[config.mk]
export PLATFORM = sky130hd
export DESIGN_NAME = avmm_arbiter_m
export DESIGN_NICKNAME = d
export VERILOG_FILES = /design/src/rtl/avmm_arbiter_m_pkg.sv /design/src/rtl/avmm_arbiter_m_rr.sv /design/src/rtl/avmm_arbiter_m.sv
export SDC_FILE = /design/constraint.sdc
export NUM_CORES = 1
export LEC_CHECK = 0
export CAP_MARGIN = 20
export CORE_AREA = 2 2 106 108
export CTS_BUF_LIST = sky130_fd_sc_hd__clkbuf_8
export DETAILED_ROUTE_END_ITERATION = 10
export DIE_AREA = 0 0 108 110
export HOLD_SLACK_MARGIN = 0.06
export PLACE_DENSITY_LB_ADDON = 0.2
export SLEW_MARGIN = 10
export SYNTH_ARGS = -nofsm -noshare
export SYNTH_HDL_FRONTEND = slang
export SYNTH_SLANG_ARGS = --single-unit
[constraint.sdc]
create_clock -name clk -period 4.7 [get_ports clk]
set_input_delay 0.705 -clock clk [delete_from_list [all_inputs] [get_ports clk]]
set_output_delay 0.705 -clock clk [all_outputs]
set_load 0.01 [all_outputs]
[src/rtl/avmm_arbiter_m_pkg.sv]
// Shared Avalon-MM arbitration types: FSM state encoding and burst counter width.
package avmm_pkg;

   typedef enum logic [1:0] {
      IDLE  = 2'd0,
      WRITE = 2'd1,
      READ  = 2'd2
   } state_t;

   // One extra bit so a full MAX_BURST burstcount fits in the counter.
   function automatic int cnt_w(input int max_burst);
      return $clog2(max_burst) + 1;
   endfunction

endpackage

[src/rtl/avmm_arbiter_m_rr.sv]
// Combinational round-robin pick: first requester at or after ptr, wrapping modulo N.
module rr_arbiter_m #(
   parameter int N  = 2,
   parameter int OW = 1
) (
   input  logic [N-1:0]  req,
   input  logic [OW-1:0] ptr,
   output logic [OW-1:0] grant,
   output logic          any
);

   logic [N-1:0] rot;
   logic [OW:0]  off;
   logic [OW:0]  sum;

   // Rotating a doubled copy puts requester ptr at bit 0, so a plain
   // lowest-set-bit encode gives the distance from ptr to the winner.
   always_comb begin
      rot = N'({req, req} >> ptr);
      off = '0;
      for (int i = N - 1; i >= 0; i--)
         if (rot[i]) off = (OW+1)'(i);
      sum = {1'b0, ptr} + off;
      if (sum >= (OW+1)'(N)) sum = sum - (OW+1)'(N);
      grant = sum[OW-1:0];
      any   = |req;
   end

endmodule

[src/rtl/avmm_arbiter_m.sv]
// N-master to 1-slave Avalon-MM arbiter; round-robin grant held for a whole transaction.
module avmm_arbiter_m
   import avmm_pkg::*;
#(
   parameter int N         = 2,
   parameter int AW        = 16,
   parameter int DW        = 32,
   parameter int MAX_BURST = 1,
   localparam int CW       = cnt_w(MAX_BURST),
   localparam int OW       = (N > 1) ? $clog2(N) : 1,
   localparam int BW       = DW / 8
) (
   input  logic                   clk,
   input  logic                   rst,
   input  logic [N-1:0]           m_write,
   input  logic [N-1:0]           m_read,
   input  logic [N-1:0][AW-1:0]   m_address,
   input  logic [N-1:0][CW-1:0]   m_burstcount,
   input  logic [N-1:0][BW-1:0]   m_byteenable,
   input  logic [N-1:0][DW-1:0]   m_writedata,
   output logic [N-1:0]           m_waitrequest,
   output logic [N-1:0]           m_readdatavalid,
   output logic [N-1:0][DW-1:0]   m_readdata,
   output logic [AW-1:0]          s_address,
   output logic [CW-1:0]          s_burstcount,
   output logic [BW-1:0]          s_byteenable,
   output logic [DW-1:0]          s_writedata,
   output logic                   s_write,
   output logic                   s_read,
   input  logic                   s_waitrequest,
   input  logic                   s_readdatavalid,
   input  logic [DW-1:0]          s_readdata,
   output logic [OW-1:0]          owner,
   output logic                   busy
);

   state_t        state, state_nxt;
   logic [N-1:0]  req;
   logic [OW-1:0] ptr, grant;
   logic [CW-1:0] cnt, count, bc_w;
   logic          any, beat, last;

   assign req = m_write | m_read;

   rr_arbiter_m #(.N(N), .OW(OW)) u_rr (
      .req   (req),
      .ptr   (ptr),
      .grant (grant),
      .any   (any)
   );

   assign bc_w = (m_burstcount[grant] == '0) ? CW'(1) : m_burstcount[grant];

   // A beat is an accepted write or a returned read word; stray
   // readdatavalid outside READ never counts.
   always_comb begin
      beat = 1'b0;
      case (state)
         WRITE:   beat = m_write[owner] & ~s_waitrequest;
         READ:    beat = s_readdatavalid;
         default: beat = 1'b0;
      endcase
   end

   assign last = beat && (cnt == count - CW'(1));

   always_ff @(posedge clk) begin
      if (rst) begin
         state <= IDLE;
         ptr   <= '0;
         owner <= '0;
         cnt   <= '0;
         count <= CW'(1);
      end else begin
         state <= state_nxt;
         if (state == IDLE && any) begin
            owner <= grant;
            count <= bc_w;
            cnt   <= '0;
         end else if (beat) begin
            cnt <= cnt + CW'(1);
         end
         if (last) ptr <= (owner == OW'(N - 1)) ? '0 : owner + OW'(1);
      end
   end

   always_comb begin
      state_nxt = state;
      case (state)
         IDLE:        if (any) state_nxt = m_write[grant] ? WRITE : READ;
         WRITE, READ: if (last) state_nxt = IDLE;
         default:     state_nxt = IDLE;
      endcase
   end

   // Only the command matching the granted transaction type reaches the slave.
   always_comb begin
      s_address       = '0;
      s_burstcount    = '0;
      s_byteenable    = '0;
      s_writedata     = '0;
      s_write         = 1'b0;
      s_read          = 1'b0;
      m_waitrequest   = '1;
      m_readdatavalid = '0;
      m_readdata      = '0;
      if (state != IDLE) begin
         s_address              = m_address[owner];
         s_burstcount           = m_burstcount[owner];
         s_byteenable           = m_byteenable[owner];
         s_writedata            = m_writedata[owner];
         s_write                = (state == WRITE) & m_write[owner];
         s_read                 = (state == READ) & m_read[owner];
         m_waitrequest[owner]   = s_waitrequest;
         m_readdatavalid[owner] = (state == READ) & s_readdatavalid;
         m_readdata[owner]      = s_readdata;
      end
   end

   assign busy = (state != IDLE);

endmodule

==> summary.md, run 1 <==
| Metric | Value |
|---|---|
| Status | `complete, no violations` |
| Slowest stage delay, CP | `0.51 ns` |
| Die area | `0.0119 mm²` |
| Crit path cell chain | `inv_1, ha_2, buf_4, nor2_1, buf_4, and2_1, clkdlybuf4s50_1` |
| Placed cells | `634` |
| FP Rows | `38` |
| Post-synthesis mux area share | `33.6%` |
| Post-synth top area share | `32.1%` |
| Layout Nets | `648` |
| Largest cells by area after synthesis | `mux2i_1 32%, nor2_1 13%, and3_1 12%, and2_1 12%, dfxtp_1 6.1%` |
| WS Path Type | `flip-flop to output port` |
| # DRC | `0` |
| CTS Hold Bufs | `0` |
| CP most frequent cell | `buf_4` |
| RePlAce Congestion | `0.849` |
| Layout Cells excl Fill | `639` |
| Final Hold Vio Count | `0` |
| Comb power frac | `88.3%` |
| Max Root-Sink Buffers | `2` |
| Routed length on met2 | `4930 µm` |
| Slew Viols, Final | `0` |
| Max FO, Critical Path | `38` |
| Global Route Usage Sum | `14.6%` |
| Area of the mapped netlist | `0.00165 mm²` |
| Synth Instances | `244` |
| Power Internal | `799 µW` |
| Vias/cell | `4.25` |
| Bufs and invs on worst path | `4` |
| Async SR Flop Fraction | `0%` |
| Synth cell types | `32` |
| Hpwl dp | `7990 µm` |
| PD cells | `311 mW/mm²` |
| CTS sink cnt | `5` |
| Die Ht | `110 µm` |
| Period utilization | `69.7%` |
| Seq/Total Area, Yosys | `6.05%` |
| Post-synthesis net count | `393` |
| Period minus WS final | `3.28 ns` |
| XOR/XNOR Fraction of Synth Area | `0%` |
| Slew HR | `42.6%` |
| Total CTS buffers | `3` |
| Largest net degree at the start of global routing | `67` |
| PostCTS Resize Cnt | `0` |
| H-tree depth | `1` |
| Max layer used | `met4` |
| IO Pins | `271` |
| Peak VDD IR | `0.126 mV` |
| Port Buf Inserts | `270` |
| Largest family of logic cells by synthesized area | `simple AND/OR/NAND/NOR gates` |
| Mean Syn Cell Area | `6.78 µm²` |
| Max frequency | `305 MHz` |
| Startpoint types | `flip-flop` |
| Most common cell in the synthesized netlist | `nor2_1` |
| Vias | `2716` |
| Seq cells post-synth | `5` |
| Compound-Gate Fraction of Synth Area | `7.72%` |
| Vias in the first global route | `2593` |
| Sequential share of power | `6.2%` |
| Most used DFF post-synth | `dfxtp_1` |
| Util after Layout | `42.2%` |
| Layout cells sized above 1 | `3.01%` |
| Root Buffer | `clkbuf_8` |
| Top delay family on crit path | `buffers and inverters` |
| Commonest cells in the netlist | `57 x nor2_1, 53 x mux2i_1, 33 x and3_1` |
| CP max-delay cell | `ha_2` |
| Synth Area in Simple Gates | `42.9%` |
| Measured slew at the worst slew-check pin | `0.860 ns` |
| Die width | `108 µm` |
| First-pass iteration count of the detailed router | `4` |
| Critical path arrival | `2.57 ns` |
| Post-Route Setup TNS | `0 ns` |
| Worst endpoint required time | `3.99 ns` |
| Post-synth EDFFs | `0` |
| Remaining Overflow, GRT | `0` |
| Fin Clk Skew | `0.00168 ns` |
| Filler cells | `1138` |
| Layout Area Growth over Synthesis | `173%` |
| Nature of the critical path endpoint | `output port` |
| Worst hold path class | `flip-flop to flip-flop` |
| Initial antenna violation count | `1` |
| Drt wl/cell | `14.8 µm` |
| Worst-path clk slew | `0.03 ns` |
| Core area | `0.0107 mm²` |
| Initial Util | `15.5%` |
| Clock latency on the worst-skew pair | `0.22 ns` |
| Static leakage | `1.70 nW` |
| Cell taking the most area after synthesis | `mux2i_1` |
| WL met3 | `1230 µm` |
| CTS tree | `built` |
| Sw power | `605 µW` |
| YS warnings | `0` |
| Metal-1 WL | `3200 µm` |
| Clock power frac | `5.5%` |
| Sw Share | `43.1%` |
| First-pass GRT wire length | `13700 µm` |
| WL final | `9440 µm` |
| Initial drt markers | `140` |
| Adder-Cell Fraction of Synth Area | `2.27%` |
| RSZ-0062 raised after global routing | `no` |
| Antenna viol nets, final | `0` |
| Endpoints failing setup | `0` |
| Setup bufs post-CTS | `0` |
| Max-capacitance violation count | `0` |
-- worst register-to-register path, delay by kind of cell (launching register included) --
family | cells | cell delay [ns]
AOI/OAI and AO/OA | 2 | 0.61
buffers and inverters | 2 | 0.64
DFF | 1 | 0.30
adders and majority gates | 1 | 0.51
-- state kept, by name, indices dropped and copies added, names as in the netlist --
register	cells
state	2
ptr	1
cnt	1
owner	1
-- power by group through the flow --
stage	logic (mW)	registers, mW	clock network (mW)
floorplan	0.575	0.0569	0
global placement	1.25	0.0877	0
detailed placement	1.25	0.0886	0
CTS	1.26	0.0879	0.0805
global route	1.34	0.0911	0.0845
finish	1.24	0.0868	0.0779
-- stage by stage --
stage	setup slack, ns	cell area [µm²]	hold WS [ns]	total power, mW
finish	1.42	4510	0.525	1.40
CTS	1.38	4510	0.526	1.43
global route	1.22	4510	0.574	1.52
detailed placement	1.62	4470	0.523	1.34
global placement	1.64	4470	0.502	1.33
floorplan	2.64	1650	0.488	0.632
-- cells by family (layout without fill, tap and decap cells) --
group	Yosys count	in the layout
other	0	1
AND/OR/NAND/NOR	136	136
flip-flops	5	5
adder cells (fa/ha/maj)	3	3
buffers and inverters	30	284
AO/OA/AOI/OAI	15	15
multiplexers	55	55
-- cells in the final DEF, fill, tap and decap left out --
cell type	n
mux2i_1	53
nor3_1	2
clkbuf_8	3
or3b_1	1
buf_4	4
dfxtp_4	1
o32ai_2	1
and3_1	33
o32ai_1	2
nand3_1	1
diode_2	1
ha_1	2
o221ai_1	1
or3_1	2
inv_1	7
a311o_1	1
dfxtp_1	4
nand4bb_1	1
clkdlybuf4s50_1	270
o221ai_2	1
nand2_1	3
mux2_2	1
mux2i_2	1
nand2b_1	2
nor3b_1	1
o21ai_0	1
nor2_1	57
ha_2	1
nand3_2	1
o311a_2	1
a21oi_1	3
o21a_1	2
and2_1	32
a211oi_1	1
a31oi_1	1
-- cell type report --
class | count | area, µm² | share of cell area [%]
Sequential cell | 5 | 104 | 2.30
Timing Repair Buffer | 274 | 2730 | 60.5
Multi-Input combinational cell | 209 | 1430 | 31.7
Antenna cell | 1 | 2.50 | 0.0554
Clock buffer | 3 | 41.3 | 0.915
Inverter | 6 | 22.5 | 0.499
Clock inverter | 1 | 3.75 | 0.0831
Tap cell | 140 | 175 | 3.88
-- path summary, 6_finish.rpt --
kind / start / endpoint / slack, ns / cells after the start
setup reg to reg: state[0] / state[0] / 2.53 / 5
setup / recovery: state[0] / m_readdata[17] / 1.42 / 7
hold reg to reg: state[1] / state[1] / 0.53 / 2
hold / removal: state[1] / state[1] / 0.53 / 2
-- routing by layer --
layer  vias up  GRT usage [%]
li1       1350              -
met1      1189           14.5
met2       171           28.8
met3         6           5.47
met4         0           3.11
met5         -              0
(Power assumes the default switching activity.)
==> run 2: changes to the inputs <==
==> constraint.sdc (replaced) <==
create_clock -name clk -period 2.8 [get_ports clk]
set_input_delay 0.42 -clock clk [delete_from_list [all_inputs] [get_ports clk]]
set_output_delay 0.42 -clock clk [all_outputs]
set_load 0.01 [all_outputs]
==> run 2 against run 1 <==
  * Via count grew 0.22%
  * Final cell count grew 0.16%
  * Design area increased by 0.55%
  * Clock power up 75%
  * Combinational power is 73% higher
  * Die area is the same
  * First-iteration DRC count down 23%
  * Sequential share of layout area about the same
==> summary.md, run 2 (synthesized netlist as in run 1, its figures left out) <==
| Metric | Value |
|---|---|
| Layout Nets | `650 (+0.31%)` |
| # DRC | `0 (unchanged)` |
| Layout Area Growth over Synthesis | `174%` |
| Worst Setup SP | `owner` |
| Metal-1 WL | `3110 µm (-2.8%)` |
| Remaining Overflow, GRT | `0 (unchanged)` |
| Core area | `0.0107 mm² (unchanged)` |
| Clock latency on the worst-skew pair | `0.23 ns (about the same)` |
| Clock power frac | `5.7% (+0.2 points)` |
| PD cells | `528 mW/mm² (+70%)` |
| Max Root-Sink Buffers | `2 (unchanged)` |
| Die width | `108 µm (unchanged)` |
| Worst endpoint required time | `2.38 ns (-1.61 ns)` |
| Vias/cell | `4.25 (about the same)` |
| Port Buf Inserts | `270 (unchanged)` |
| Util after Layout | `42.4% (+0.23 points)` |
| Comb power frac | `89.4% (+1.1 points)` |
| Most common cell after layout, fill and taps aside | `clkdlybuf4s50_1` |
| Drt wl/cell | `14.5 µm (-1.7%)` |
| Initial drt markers | `108 (-23%)` |
| RePlAce Congestion | `0.833 (-2.0%)` |
| Period minus WS final | `2.44 ns` |
| WS Path Type | `flip-flop to output port` |
| Global Route Usage Sum | `14.2% (-0.37 points)` |
| Vias | `2722 (+0.22%)` |
| Largest Register | `state` |
| FP Rows | `38 (unchanged)` |
| Max frequency | `409 MHz` |
| Max reg flops | `2 (unchanged)` |
| Reg2reg start | `state[1]` |
| Total CTS buffers | `3 (unchanged)` |
| Antenna viol nets, final | `0 (unchanged)` |
| Fin Clk Skew | `0.000793 ns (-0.000883 ns)` |
| Worst-path clk slew | `0.04 ns (about the same)` |
| WL met3 | `1110 µm (-10%)` |
| Vias in the first global route | `2481 (-4.3%)` |
| Routed length on met2 | `4940 µm (+0.26%)` |
| Flop-to-flop setup slack | `1.15 ns (-1.38 ns)` |
| First-pass iteration count of the detailed router | `4 (unchanged)` |
| Measured slew at the worst slew-check pin | `0.429 ns (-0.432 ns)` |
| Max-capacitance violation count | `0 (unchanged)` |
| Peak VDD IR | `0.292 mV (+130%)` |
| Status | `complete, no violations` |
| Largest net degree at the start of global routing | `37 (-45%)` |
| Sw Share | `43.2% (+0.075 points)` |
| Layout cells sized above 1 | `3.40% (+0.39 points)` |
| Post-Route Setup TNS | `0 ns (unchanged)` |
| PostCTS Resize Cnt | `0 (unchanged)` |
| First-pass GRT wire length | `13300 µm (-2.6%)` |
| Die Ht | `110 µm (unchanged)` |
| Area after DPL | `0.00449 mm² (+0.62%)` |
| Diodes inserted | `0 (-1)` |
| Root Buffer | `clkbuf_8` |
| Terminus of the critical flop-to-flop path | `state[1]` |
| CTS sink cnt | `5 (unchanged)` |
| WL final | `9290 µm (-1.5%)` |
| Setup bufs post-CTS | `0 (unchanged)` |
| Period utilization | `87.3%` |
| Endpoints failing setup | `0 (unchanged)` |
| Initial antenna violation count | `0 (-1)` |
| Static leakage | `1.71 nW (+0.74%)` |
| Die area | `0.0119 mm² (unchanged)` |
| Startpoint types | `flip-flop` |
| Worst setup path end | `s_address[7]` |
| IO Pins | `271 (unchanged)` |
| Initial Util | `15.5% (unchanged)` |
| Max layer used | `met4` |
| H-tree depth | `1 (unchanged)` |
| Final hold slack | `0.521 ns (-0.00441 ns)` |
| Nature of the critical path endpoint | `output port` |
| Fin area | `0.00454 mm² (+0.55%)` |
| Hpwl dp | `7950 µm (-0.53%)` |
| Sequential share of power | `4.9% (-1.3 points)` |
| Sw power | `1.03 mW (+71%)` |
| CTS Hold Bufs | `0 (unchanged)` |
| Slew HR | `71.3% (+29 points)` |
| Critical path arrival | `2.02 ns (-0.55 ns)` |
| Most frequent cells in the layout | `270 x clkdlybuf4s50_1, 57 x nor2_1, 53 x mux2i_1, 33 x and3_1, 32 x and2_1` |
| Power Internal | `1.36 mW (+70%)` |
| Max FO, Critical Path | `35 (-7.9%)` |
| Final Hold Vio Count | `0 (unchanged)` |
| RSZ-0062 raised after global routing | `no` |
| Slew Viols, Final | `0 (unchanged)` |
| Worst Reg-to-Reg Cells | `6 (+1)` |
| CTS tree | `built` |
| Worst hold path class | `flip-flop to flip-flop` |
## run 2: worst min-delay path by stage
stage	from	endpoint	slack (ns)	cells past startpoint
2_1_floorplan	state[1]	state[1]	0.49	2
3_3_place_gp	state[1]	state[1]	0.50	2
3_5_place_dp	state[1]	state[1]	0.52	2
4_1_cts	state[1]	state[1]	0.53	2
5_1_grt	state[1]	state[1]	0.56	2
6_report	state[1]	state[1]	0.52	2
## run 2: final cells by class
class,count,area (µm²)
Timing Repair Buffer,276,2760
Tap cell,140,175
Fill cell,1103,6160
Clock buffer,3,41.3
Inverter,6,22.5
Sequential cell,5,104
Multi-Input combinational cell,209,1430
Clock inverter,1,3.75
## run 2: per-layer routing
| metal | track usage [%] | vias up |
|---|---|---|
| met5 | 0 | - |
| met4 | 2.84 | 0 |
| met3 | 4.53 | 8 |
| met2 | 29.5 | 174 |
| met1 | 13.6 | 1188 |
| li1 | - | 1352 |
## run 2: critical path, stage by stage (launching register included)
cell	delay (ns)
dfxtp_4	0.56
buf_4	0.40
mux2i_1	0.27
nor2_1	0.06
clkdlybuf4s50_1	0.49
## run 2: power by group through the flow
stage	sequential [mW]	clock [mW]	combinational [mW]
global route	0.122	0.147	2.31
floorplan	0.0955	0	0.966
CTS	0.118	0.140	2.17
detailed placement	0.119	0	2.16
finish	0.117	0.136	2.14
global placement	0.117	0	2.16
## run 2: stage by stage
step	power [mW]	instances	setup WS [ns]
after floorplan	1.06	244	1.02
final	2.39	640	0.355
after CTS	2.43	640	0.336
after global routing	2.57	640	0.235
after detailed placement	2.28	636	0.455
after global placement	2.28	636	0.465
